`config.mk`:
```
export PLATFORM = sky130hd
export DESIGN_NAME = snake_engine_flat
export DESIGN_NICKNAME = d
export VERILOG_FILES = /design/src/rtl/snake_pkg.sv /design/src/rtl/snake_if.sv /design/src/rtl/snake_tick.sv /design/src/rtl/snake_engine.sv /design/src/flat_wrapper.sv
export SDC_FILE = /design/constraint.sdc
export NUM_CORES = 1
export LEC_CHECK = 0
export CORE_UTILIZATION = 42
export DETAILED_ROUTE_END_ITERATION = 6
export GPL_ROUTABILITY_DRIVEN = 0
export PLACE_DENSITY = 0.61
export SLEW_MARGIN = 5
export SYNTH_ARGS = -nofsm -noshare
export SYNTH_HDL_FRONTEND = slang
export SYNTH_SLANG_ARGS = --single-unit
```
`constraint.sdc`:
```
create_clock -name clk -period 23.1 [get_ports clk]
set_input_delay 5.775 -clock clk [delete_from_list [all_inputs] [get_ports clk]]
set_output_delay 5.775 -clock clk [all_outputs]
set_load 0.02 [all_outputs]
```
`src/rtl/snake_pkg.sv`:
```
// Shared definitions for the snake movement engine: direction codes, FSM states
// and direction helpers.
package snake_pkg;

  localparam int DIR_W = 5;

  // One-hot direction codes {stop, up, left, down, right}
  localparam logic [DIR_W-1:0] DIR_RIGHT = 5'b00001;
  localparam logic [DIR_W-1:0] DIR_DOWN  = 5'b00010;
  localparam logic [DIR_W-1:0] DIR_LEFT  = 5'b00100;
  localparam logic [DIR_W-1:0] DIR_UP    = 5'b01000;
  localparam logic [DIR_W-1:0] DIR_STOP  = 5'b10000;

  typedef enum logic [1:0] {
    IDLE,
    RUN,
    PAUSE,
    OVER
  } state_e;

  function automatic logic is_opposite(input logic [DIR_W-1:0] a,
                                       input logic [DIR_W-1:0] b);
    return ((a == DIR_RIGHT) && (b == DIR_LEFT))  ||
           ((a == DIR_LEFT)  && (b == DIR_RIGHT)) ||
           ((a == DIR_UP)    && (b == DIR_DOWN))  ||
           ((a == DIR_DOWN)  && (b == DIR_UP));
  endfunction

  function automatic logic is_move(input logic [DIR_W-1:0] d);
    return (d == DIR_RIGHT) || (d == DIR_DOWN) || (d == DIR_LEFT) || (d == DIR_UP);
  endfunction

endpackage

```
`src/rtl/snake_if.sv`:
```
// Control/position bundle between the direction decoder, the snake engine and
// the draw/food logic.
interface snake_if #(
  parameter int GRID_W  = 128,
  parameter int GRID_H  = 64,
  parameter int MAX_LEN = 16
);
  localparam int X_W   = $clog2(GRID_W);
  localparam int Y_W   = $clog2(GRID_H);
  localparam int LEN_W = $clog2(MAX_LEN + 1);

  logic [4:0]             direction;
  logic                   grow;
  logic                   restart;
  logic [X_W-1:0]         head_x;
  logic [Y_W-1:0]         head_y;
  logic [MAX_LEN*X_W-1:0] tail_x;
  logic [MAX_LEN*Y_W-1:0] tail_y;
  logic [LEN_W-1:0]       length;
  logic                   step;
  logic                   game_over;

  modport master (
    output direction, grow, restart,
    input  head_x, head_y, tail_x, tail_y, length, step, game_over
  );

  modport slave (
    input  direction, grow, restart,
    output head_x, head_y, tail_x, tail_y, length, step, game_over
  );

endinterface

```
`src/rtl/snake_tick.sv`:
```
// Free-running 0..TICK-1 step timer with synchronous clear and freeze enable.
module snake_tick #(
  parameter int TICK = 4
) (
  input  logic clk_i,
  input  logic rst_ni,
  input  logic clr_i,
  input  logic en_i,
  output logic tick_o
);
  localparam int CNT_W = $clog2(TICK);

  logic [CNT_W-1:0] cnt_q, cnt_d;

  assign tick_o = (cnt_q == CNT_W'(TICK - 1));

  // Next count: clear wins, otherwise count and wrap while enabled
  always_comb begin
    cnt_d = cnt_q;
    if (clr_i) begin
      cnt_d = '0;
    end else if (en_i) begin
      cnt_d = tick_o ? '0 : cnt_q + 1'b1;
    end
  end

  // Counter register
  always_ff @(posedge clk_i or negedge rst_ni) begin
    if (!rst_ni) cnt_q <= '0;
    else         cnt_q <= cnt_d;
  end

endmodule

```
`src/rtl/snake_engine.sv`:
```
// Snake movement engine: head plus variable-length tail, stepped once per TICK
// cycles, with reversal filtering, growth, wall/self collision and optional wrap.
module snake_engine
  import snake_pkg::*;
#(
  parameter int GRID_W  = 128,
  parameter int GRID_H  = 64,
  parameter int MAX_LEN = 16,
  parameter int TICK    = 15165696,
  parameter int WRAP    = 0,
  parameter int INIT_X  = 50,
  parameter int INIT_Y  = 24
) (
  input  logic    clk,
  input  logic    reset_n,
  snake_if.slave  bus
);
  localparam int X_W   = $clog2(GRID_W);
  localparam int Y_W   = $clog2(GRID_H);
  localparam int LEN_W = $clog2(MAX_LEN + 1);

  logic [1:0]       rst_sync_q;
  logic             rst_n;
  state_e           state_q, state_d;
  logic [4:0]       cur_dir_q, cur_dir_d;
  logic [LEN_W-1:0] pend_q, pend_d, pend_sum;
  logic [LEN_W-1:0] len_q, len_d, new_len, hit_lim;
  logic [X_W-1:0]   head_x_q, head_x_d, nh_x;
  logic [Y_W-1:0]   head_y_q, head_y_d, nh_y;
  logic [X_W-1:0]   tail_x_q [MAX_LEN];
  logic [X_W-1:0]   tail_x_d [MAX_LEN];
  logic [Y_W-1:0]   tail_y_q [MAX_LEN];
  logic [Y_W-1:0]   tail_y_d [MAX_LEN];
  logic             step_q, step_d, over_q, over_d;
  logic             tick, dir_ok, grow_now, wall, hit;
  logic [MAX_LEN-1:0] seg_hit;
  int               nx, ny;

  // Reset asserts immediately, releases two clocks after reset_n rises
  always_ff @(posedge clk or negedge reset_n) begin
    if (!reset_n) rst_sync_q <= '0;
    else          rst_sync_q <= {rst_sync_q[0], 1'b1};
  end
  assign rst_n = rst_sync_q[1];

  snake_tick #(.TICK(TICK)) u_tick (
    .clk_i  (clk),
    .rst_ni (rst_n),
    .clr_i  (bus.restart),
    .en_i   (state_q != OVER),
    .tick_o (tick)
  );

  assign dir_ok   = is_move(bus.direction) &&
                    !((len_q != '0) && is_opposite(bus.direction, cur_dir_q));
  assign pend_sum = (pend_q == '1) ? pend_q : pend_q + LEN_W'(bus.grow);
  assign grow_now = (pend_sum != '0) && (len_q < LEN_W'(MAX_LEN));
  assign new_len  = grow_now ? len_q + 1'b1 : len_q;
  // When not growing the last segment moves away this step, so it cannot be hit
  assign hit_lim  = grow_now ? len_q : ((len_q == '0) ? '0 : len_q - 1'b1);

  // Candidate head position with edge wrap or wall detection
  always_comb begin
    nx   = int'(head_x_q);
    ny   = int'(head_y_q);
    wall = 1'b0;
    case (cur_dir_q)
      DIR_RIGHT: nx = nx + 1;
      DIR_LEFT:  nx = nx - 1;
      DIR_DOWN:  ny = ny + 1;
      DIR_UP:    ny = ny - 1;
      default:   ;
    endcase
    if (nx < 0) begin
      if (WRAP != 0) nx = GRID_W - 1; else wall = 1'b1;
    end else if (nx >= GRID_W) begin
      if (WRAP != 0) nx = 0; else wall = 1'b1;
    end
    if (ny < 0) begin
      if (WRAP != 0) ny = GRID_H - 1; else wall = 1'b1;
    end else if (ny >= GRID_H) begin
      if (WRAP != 0) ny = 0; else wall = 1'b1;
    end
  end
  assign nh_x = X_W'(nx);
  assign nh_y = Y_W'(ny);

  for (genvar i = 0; i < MAX_LEN; i++) begin : g_seg
    assign seg_hit[i] = (tail_x_q[i] == nh_x) && (tail_y_q[i] == nh_y) &&
                        (LEN_W'(i) < hit_lim);
    assign bus.tail_x[i*X_W +: X_W] = tail_x_q[i];
    assign bus.tail_y[i*Y_W +: Y_W] = tail_y_q[i];
  end
  assign hit = wall || (|seg_hit);

  // Next-state, direction filter, growth and move step
  always_comb begin
    state_d   = state_q;
    cur_dir_d = cur_dir_q;
    pend_d    = pend_q;
    len_d     = len_q;
    head_x_d  = head_x_q;
    head_y_d  = head_y_q;
    tail_x_d  = tail_x_q;
    tail_y_d  = tail_y_q;
    step_d    = 1'b0;
    over_d    = over_q;
    if (bus.restart) begin
      state_d   = IDLE;
      cur_dir_d = DIR_STOP;
      pend_d    = '0;
      len_d     = '0;
      head_x_d  = X_W'(INIT_X);
      head_y_d  = Y_W'(INIT_Y);
      tail_x_d  = '{default: '0};
      tail_y_d  = '{default: '0};
      over_d    = 1'b0;
    end else if (state_q != OVER) begin
      if (dir_ok) cur_dir_d = bus.direction;
      pend_d = pend_sum;
      case (state_q)
        IDLE, PAUSE: if (dir_ok) state_d = RUN;
        RUN: begin
          if (tick && hit) begin
            over_d  = 1'b1;
            state_d = OVER;
          end else begin
            if (tick) begin
              step_d      = 1'b1;
              len_d       = new_len;
              pend_d      = grow_now ? pend_sum - 1'b1 : pend_sum;
              head_x_d    = nh_x;
              head_y_d    = nh_y;
              tail_x_d[0] = head_x_q;
              tail_y_d[0] = head_y_q;
              for (int unsigned i = 1; i < MAX_LEN; i++) begin
                tail_x_d[i] = tail_x_q[i-1];
                tail_y_d[i] = tail_y_q[i-1];
              end
              for (int unsigned i = 0; i < MAX_LEN; i++) begin
                if (i >= 32'(new_len)) begin
                  tail_x_d[i] = '0;
                  tail_y_d[i] = '0;
                end
              end
            end
            if (bus.direction == DIR_STOP) state_d = PAUSE;
          end
        end
        default: ;
      endcase
    end
  end

  // State and datapath registers
  always_ff @(posedge clk or negedge rst_n) begin
    if (!rst_n) begin
      state_q   <= IDLE;
      cur_dir_q <= DIR_STOP;
      pend_q    <= '0;
      len_q     <= '0;
      head_x_q  <= X_W'(INIT_X);
      head_y_q  <= Y_W'(INIT_Y);
      tail_x_q  <= '{default: '0};
      tail_y_q  <= '{default: '0};
      step_q    <= 1'b0;
      over_q    <= 1'b0;
    end else begin
      state_q   <= state_d;
      cur_dir_q <= cur_dir_d;
      pend_q    <= pend_d;
      len_q     <= len_d;
      head_x_q  <= head_x_d;
      head_y_q  <= head_y_d;
      tail_x_q  <= tail_x_d;
      tail_y_q  <= tail_y_d;
      step_q    <= step_d;
      over_q    <= over_d;
    end
  end

  assign bus.head_x    = head_x_q;
  assign bus.head_y    = head_y_q;
  assign bus.length    = len_q;
  assign bus.step      = step_q;
  assign bus.game_over = over_q;

endmodule
```
`src/flat_wrapper.sv`:
```
// flat-port wrapper written by rule: the top's interface ports become plain ports
module snake_engine_flat import snake_pkg::*;
#(
  parameter int GRID_W  = 128,
  parameter int GRID_H  = 64,
  parameter int MAX_LEN = 16,
  parameter int TICK    = 15165696,
  parameter int WRAP    = 0,
  parameter int INIT_X  = 50,
  parameter int INIT_Y  = 24
)
  (clk, reset_n, bus_direction, bus_grow, bus_restart, bus_head_x, bus_head_y, bus_tail_x, bus_tail_y, bus_length, bus_step, bus_game_over);
  snake_if #(.GRID_W(GRID_W), .GRID_H(GRID_H), .MAX_LEN(MAX_LEN)) bus_i ();
  input  logic clk;
  input  logic reset_n;
  input wire logic [$bits(bus_i.direction)-1:0] bus_direction;
  input wire logic [$bits(bus_i.grow)-1:0] bus_grow;
  input wire logic [$bits(bus_i.restart)-1:0] bus_restart;
  output wire logic [$bits(bus_i.head_x)-1:0] bus_head_x;
  output wire logic [$bits(bus_i.head_y)-1:0] bus_head_y;
  output wire logic [$bits(bus_i.tail_x)-1:0] bus_tail_x;
  output wire logic [$bits(bus_i.tail_y)-1:0] bus_tail_y;
  output wire logic [$bits(bus_i.length)-1:0] bus_length;
  output wire logic [$bits(bus_i.step)-1:0] bus_step;
  output wire logic [$bits(bus_i.game_over)-1:0] bus_game_over;
  assign bus_i.direction = bus_direction;
  assign bus_i.grow = bus_grow;
  assign bus_i.restart = bus_restart;
  assign bus_head_x = bus_i.head_x;
  assign bus_head_y = bus_i.head_y;
  assign bus_tail_x = bus_i.tail_x;
  assign bus_tail_y = bus_i.tail_y;
  assign bus_length = bus_i.length;
  assign bus_step = bus_i.step;
  assign bus_game_over = bus_i.game_over;
  snake_engine #(.GRID_W(GRID_W), .GRID_H(GRID_H), .MAX_LEN(MAX_LEN), .TICK(TICK), .WRAP(WRAP), .INIT_X(INIT_X), .INIT_Y(INIT_Y)) u_core (.clk(clk), .reset_n(reset_n), .bus(bus_i));
endmodule
```
==> results.sh <==
export IMPL_outcome="finished, violations left"
export IMPL_violations="slew limit"
export IMPL_regToRegStartpoint="u_core.bus.head_y[0]$_DFFE_PN0P_"
export IMPL_cts_buffers=34
export IMPL_final_nets=2304
export IMPL_ys_seq_elements=266
export IMPL_cts_root_buf="clkbuf_16"
export IMPL_die_w_microns=215
export IMPL_core_sq_um=44400
export IMPL_synth_top_area_share_pct=34.2
export IMPL_ys_top_cells_by_count="260 x dfrtp_1, 247 x nand2_1, 156 x o211ai_1"
export IMPL_pin_count=237
export IMPL_fill_cells=4118
export IMPL_drive_gt1_share_pct=7.06
export IMPL_worstHoldPathCells=0
export IMPL_dp_hpwl_microns=54000
export IMPL_port_buffers=236
export IMPL_syn_num_nets=2180
export IMPL_grt_use_total_pct=34.1
export IMPL_ys_types=96
export IMPL_fin_crit_sh_pct=52.3
export IMPL_p_switching_uw=260
export IMPL_crit_arrival_ns=12.54
export IMPL_die_y_microns=215
export IMPL_critical_path_max_fanout=104
export IMPL_wire_per_inst_microns=27.7
export IMPL_crit_family="compound AO/OA/AOI/OAI gates"
export IMPL_viasPerCell=6.60
export IMPL_postCtsHoldBufs=0
export IMPL_postSynth_asyncResetShare_pct=100
export IMPL_irDropWorstVdd_uv=38.9
export IMPL_comb_power_share_pct=3.9
export IMPL_yosysSeqAreaShare_pct=35.0
export IMPL_dr_pass1_iters=5
export IMPL_yosysWarnings=0
export IMPL_critical_path_cell_chain="clkdlybuf4s50_1, ha_1, ha_1, a21oi_1, ha_1, nand2_1, mux2i_1, a31oi_1, a221oi_2, o21ai_0, and4_1, nor2_1, and4_1, nand3_4, buf_4, a31o_1"
export IMPL_worst_path_most_repeated_cell="ha_1"
export IMPL_synthCells=2160
export IMPL_ant_nets=0
export IMPL_drc=0
export IMPL_final_setup_skew_ns=0.0361
export IMPL_path_class="primary input to flip-flop"
export IMPL_reg2reg_to="u_core.bus.tail_x[47]$_DFFE_PN0P_"
export IMPL_regArea_sq_um=6670
export IMPL_grt_max_degree=234
export IMPL_slew_headroom_pct=-6.19
export IMPL_routed_wl_microns=80500
export IMPL_ys_top_cells_by_area="dfrtp_1 34%, o211ai_1 6.2%, xnor3_1 5.4%"
export IMPL_htree_levels=2
export IMPL_reg2reg_depth=15
export IMPL_areaGrowthSynthToFinish_pct=19.9
export IMPL_seq_power_share_pct=43.7
export IMPL_die_area_sq_um=46100
export IMPL_cp_required_ns=23.56
export IMPL_grt_pass1_vias=18100
export IMPL_syn_area_per_cell_sq_um=8.81
export IMPL_yosysMostFrequentCell="dfrtp_1"
export IMPL_grt_antenna_before_repair=0
export IMPL_clockPowerShare_pct=52.4
export IMPL_start_util_pct=42.8
export IMPL_hold_class="flip-flop to flip-flop"
export IMPL_r2r_slack_ns=15.78
export IMPL_synth_top_area_cell="dfrtp_1"
export IMPL_max_freq_mhz=82.8
export IMPL_synth_edf_count=0
export IMPL_worstHoldEndpoint="u_core.rst_sync_q[1]$_DFF_PN0_"
export IMPL_slowest_delay_ns=0.76
export IMPL_clk_pin_slew_ns=0.06
export IMPL_power_uw=1080
export IMPL_power_internal_uw=820
export IMPL_setup_viol=0
export IMPL_min_delay_start="u_core.rst_sync_q[0]$_DFF_PN0_"
export IMPL_numClockSinks=266
export IMPL_rsz0062_at_grt="false"
export IMPL_synth_flop_cell="dfrtp_1"
export IMPL_hold_viol_final=0
export IMPL_netlist_area_sq_um=19000
export IMPL_postCtsSetupRepairBufs=0
export IMPL_place_area_sq_um=21600
export IMPL_finalInstanceArea_sq_um=22800
export IMPL_tritoncts="yes"
export IMPL_cts_resized_gates=0
export IMPL_setup_tns_ns=0
export IMPL_worst_slew_pin_transition_ns=1.59
export IMPL_multi_input_area_sq_um=11400
export IMPL_first_iter_violations=2430
export IMPL_power_density_nw_per_um2=47.4
export IMPL_vias=19200
export IMPL_overflow=0
export IMPL_maxCapViolCount=0
export IMPL_cp_slowest_cell="and4_1"
export IMPL_worstSetupStartpointType="primary input"
export IMPL_p_leak_uw=0.00858
export IMPL_finalCriticalPeriod_ns=12.08
export IMPL_cp_end_kind="flip-flop"
export IMPL_grt_pass1_wl_microns=119000
export IMPL_final_max_slew_viol_count=75
export IMPL_crit_buf_inv=2
export IMPL_rows=77
export IMPL_clock_path_buffers=3
export IMPL_clock_latency_ns=0.57
export IMPL_power_share_switching_pct=24.1
==> layout by cell type, fill, tap and decap left out, types with 13 or more instances in the layout <==
master           instances
clkbuf_16               35
a31o_1                  16
and2_1                  20
a31oi_1                 20
inv_1                   23
clkdlybuf4s50_1        235
or3_1                   14
nand4b_1                33
o211ai_1               156
and3_1                  34
nor4_1                  27
o21ai_0                 85
nand4_1                 49
nand3_1                 49
nand3b_1                14
nor3_1                  77
dfrtp_1                259
a21oi_1                101
o31ai_1                 17
nand2_1                247
xor2_1                  76
nor2_1                  94
o21ai_1                146
xnor3_1                 46
buf_4                   47
or4_1                   13
xnor2_1                104
==> sequential cells by signal, summed over array words and instances, names as in the netlist <==
name / count
u_core.bus.game_over: 1
u_core.bus.head_x: 7
u_core.rst_sync_q: 2
u_core.state_q: 2
u_core.bus.step: 1
u_core.bus.length: 5
u_core.cur_dir_q: 5
u_core.bus.tail_y: 96
u_core.bus.tail_x: 112
u_core.pend_q: 5
u_core.u_tick.cnt_q: 24
u_core.bus.head_y: 6
==> metal layers <==
layer,global-route usage [%],wire (microns)
met5,0,0
met4,20.6,5270
met3,7.25,8590
met2,50.0,34700
met1,45.9,32000
==> power by group through the flow <==
stage,clock [uW],sequential (uW),combinational [uW]
after floorplan,0,483,24.8
after global placement,0,480,41.2
after detailed placement,0,480,41.6
after CTS,572,472,41.9
after global routing,589,472,46.0
final,567,472,42.0
==> kinds of logic after synthesis <==
| group | Yosys count | share of synthesized area [%] |
|---|---|---|
| AND/OR/NAND/NOR | 758 | 21.3 |
| AO/OA/AOI/OAI | 654 | 22.3 |
| flip-flops | 266 | 35.0 |
| XOR/XNOR | 234 | 14.5 |
| buffers and inverters | 222 | 5.35 |
| multiplexers | 14 | 0.756 |
| adder cells (fa/ha/maj) | 11 | 0.724 |
| other | 1 | 0.0197 |
==> metrics by stage <==
stage               instances  util [%]  hold slack, ns  worst slack [ns]
global route             2902      51.3           0.355             10.72
detailed placement       2840      48.7           0.340             10.63
global placement         2840      48.7           0.335             10.86
floorplan                2160         -           0.331             13.30
finish                   2903      51.3           0.350             11.02
CTS                      2902      51.3           0.353             11.22
==> worst max-delay path by stage <==
| stage | from | endpoint | slack (ns) | depth (start not counted) |
|---|---|---|---|---|
| global route | bus_grow | u_core.bus.tail_x[37]$_DFFE_PN0P_ | 10.72 | 16 |
| floorplan | bus_grow | u_core.bus.length[2]$_DFFE_PN0P_ | 13.30 | 16 |
| global placement | bus_grow | u_core.bus.tail_x[37]$_DFFE_PN0P_ | 10.86 | 16 |
| finish | bus_grow | u_core.bus.tail_y[34]$_DFFE_PN0P_ | 11.02 | 16 |
| CTS | bus_grow | u_core.bus.tail_y[34]$_DFFE_PN0P_ | 11.22 | 16 |
| detailed placement | bus_grow | u_core.bus.tail_y[34]$_DFFE_PN0P_ | 10.63 | 16 |
==> layout make-up <==
cell class / instances / share of cell area, %
clock buffer: 49 / 4.47
inverter: 26 / 0.450
clock inverter: 13 / 0.713
sequential: 266 / 29.2
multi-input combinational: 1672 / 49.8
antenna: 1 / 0.0110
timing repair buffer: 284 / 12.0
tap: 592 / 3.25
==> worst register-to-register path: stages, from the launching register on <==
cell,delay (ns)
dfrtp_1,0.82
inv_1,0.15
ha_1,0.34
and3b_1,0.23
o21ai_2,0.75
and2_1,0.23
buf_4,0.29
xnor2_1,0.11
or4_1,0.51
or4_4,0.58
o41ai_4,0.39
nand2_1,0.14
and4_1,0.50
nand3_4,0.74
buf_4,1.02
o21ai_1,0.35
(Power assumes the default switching activity.)
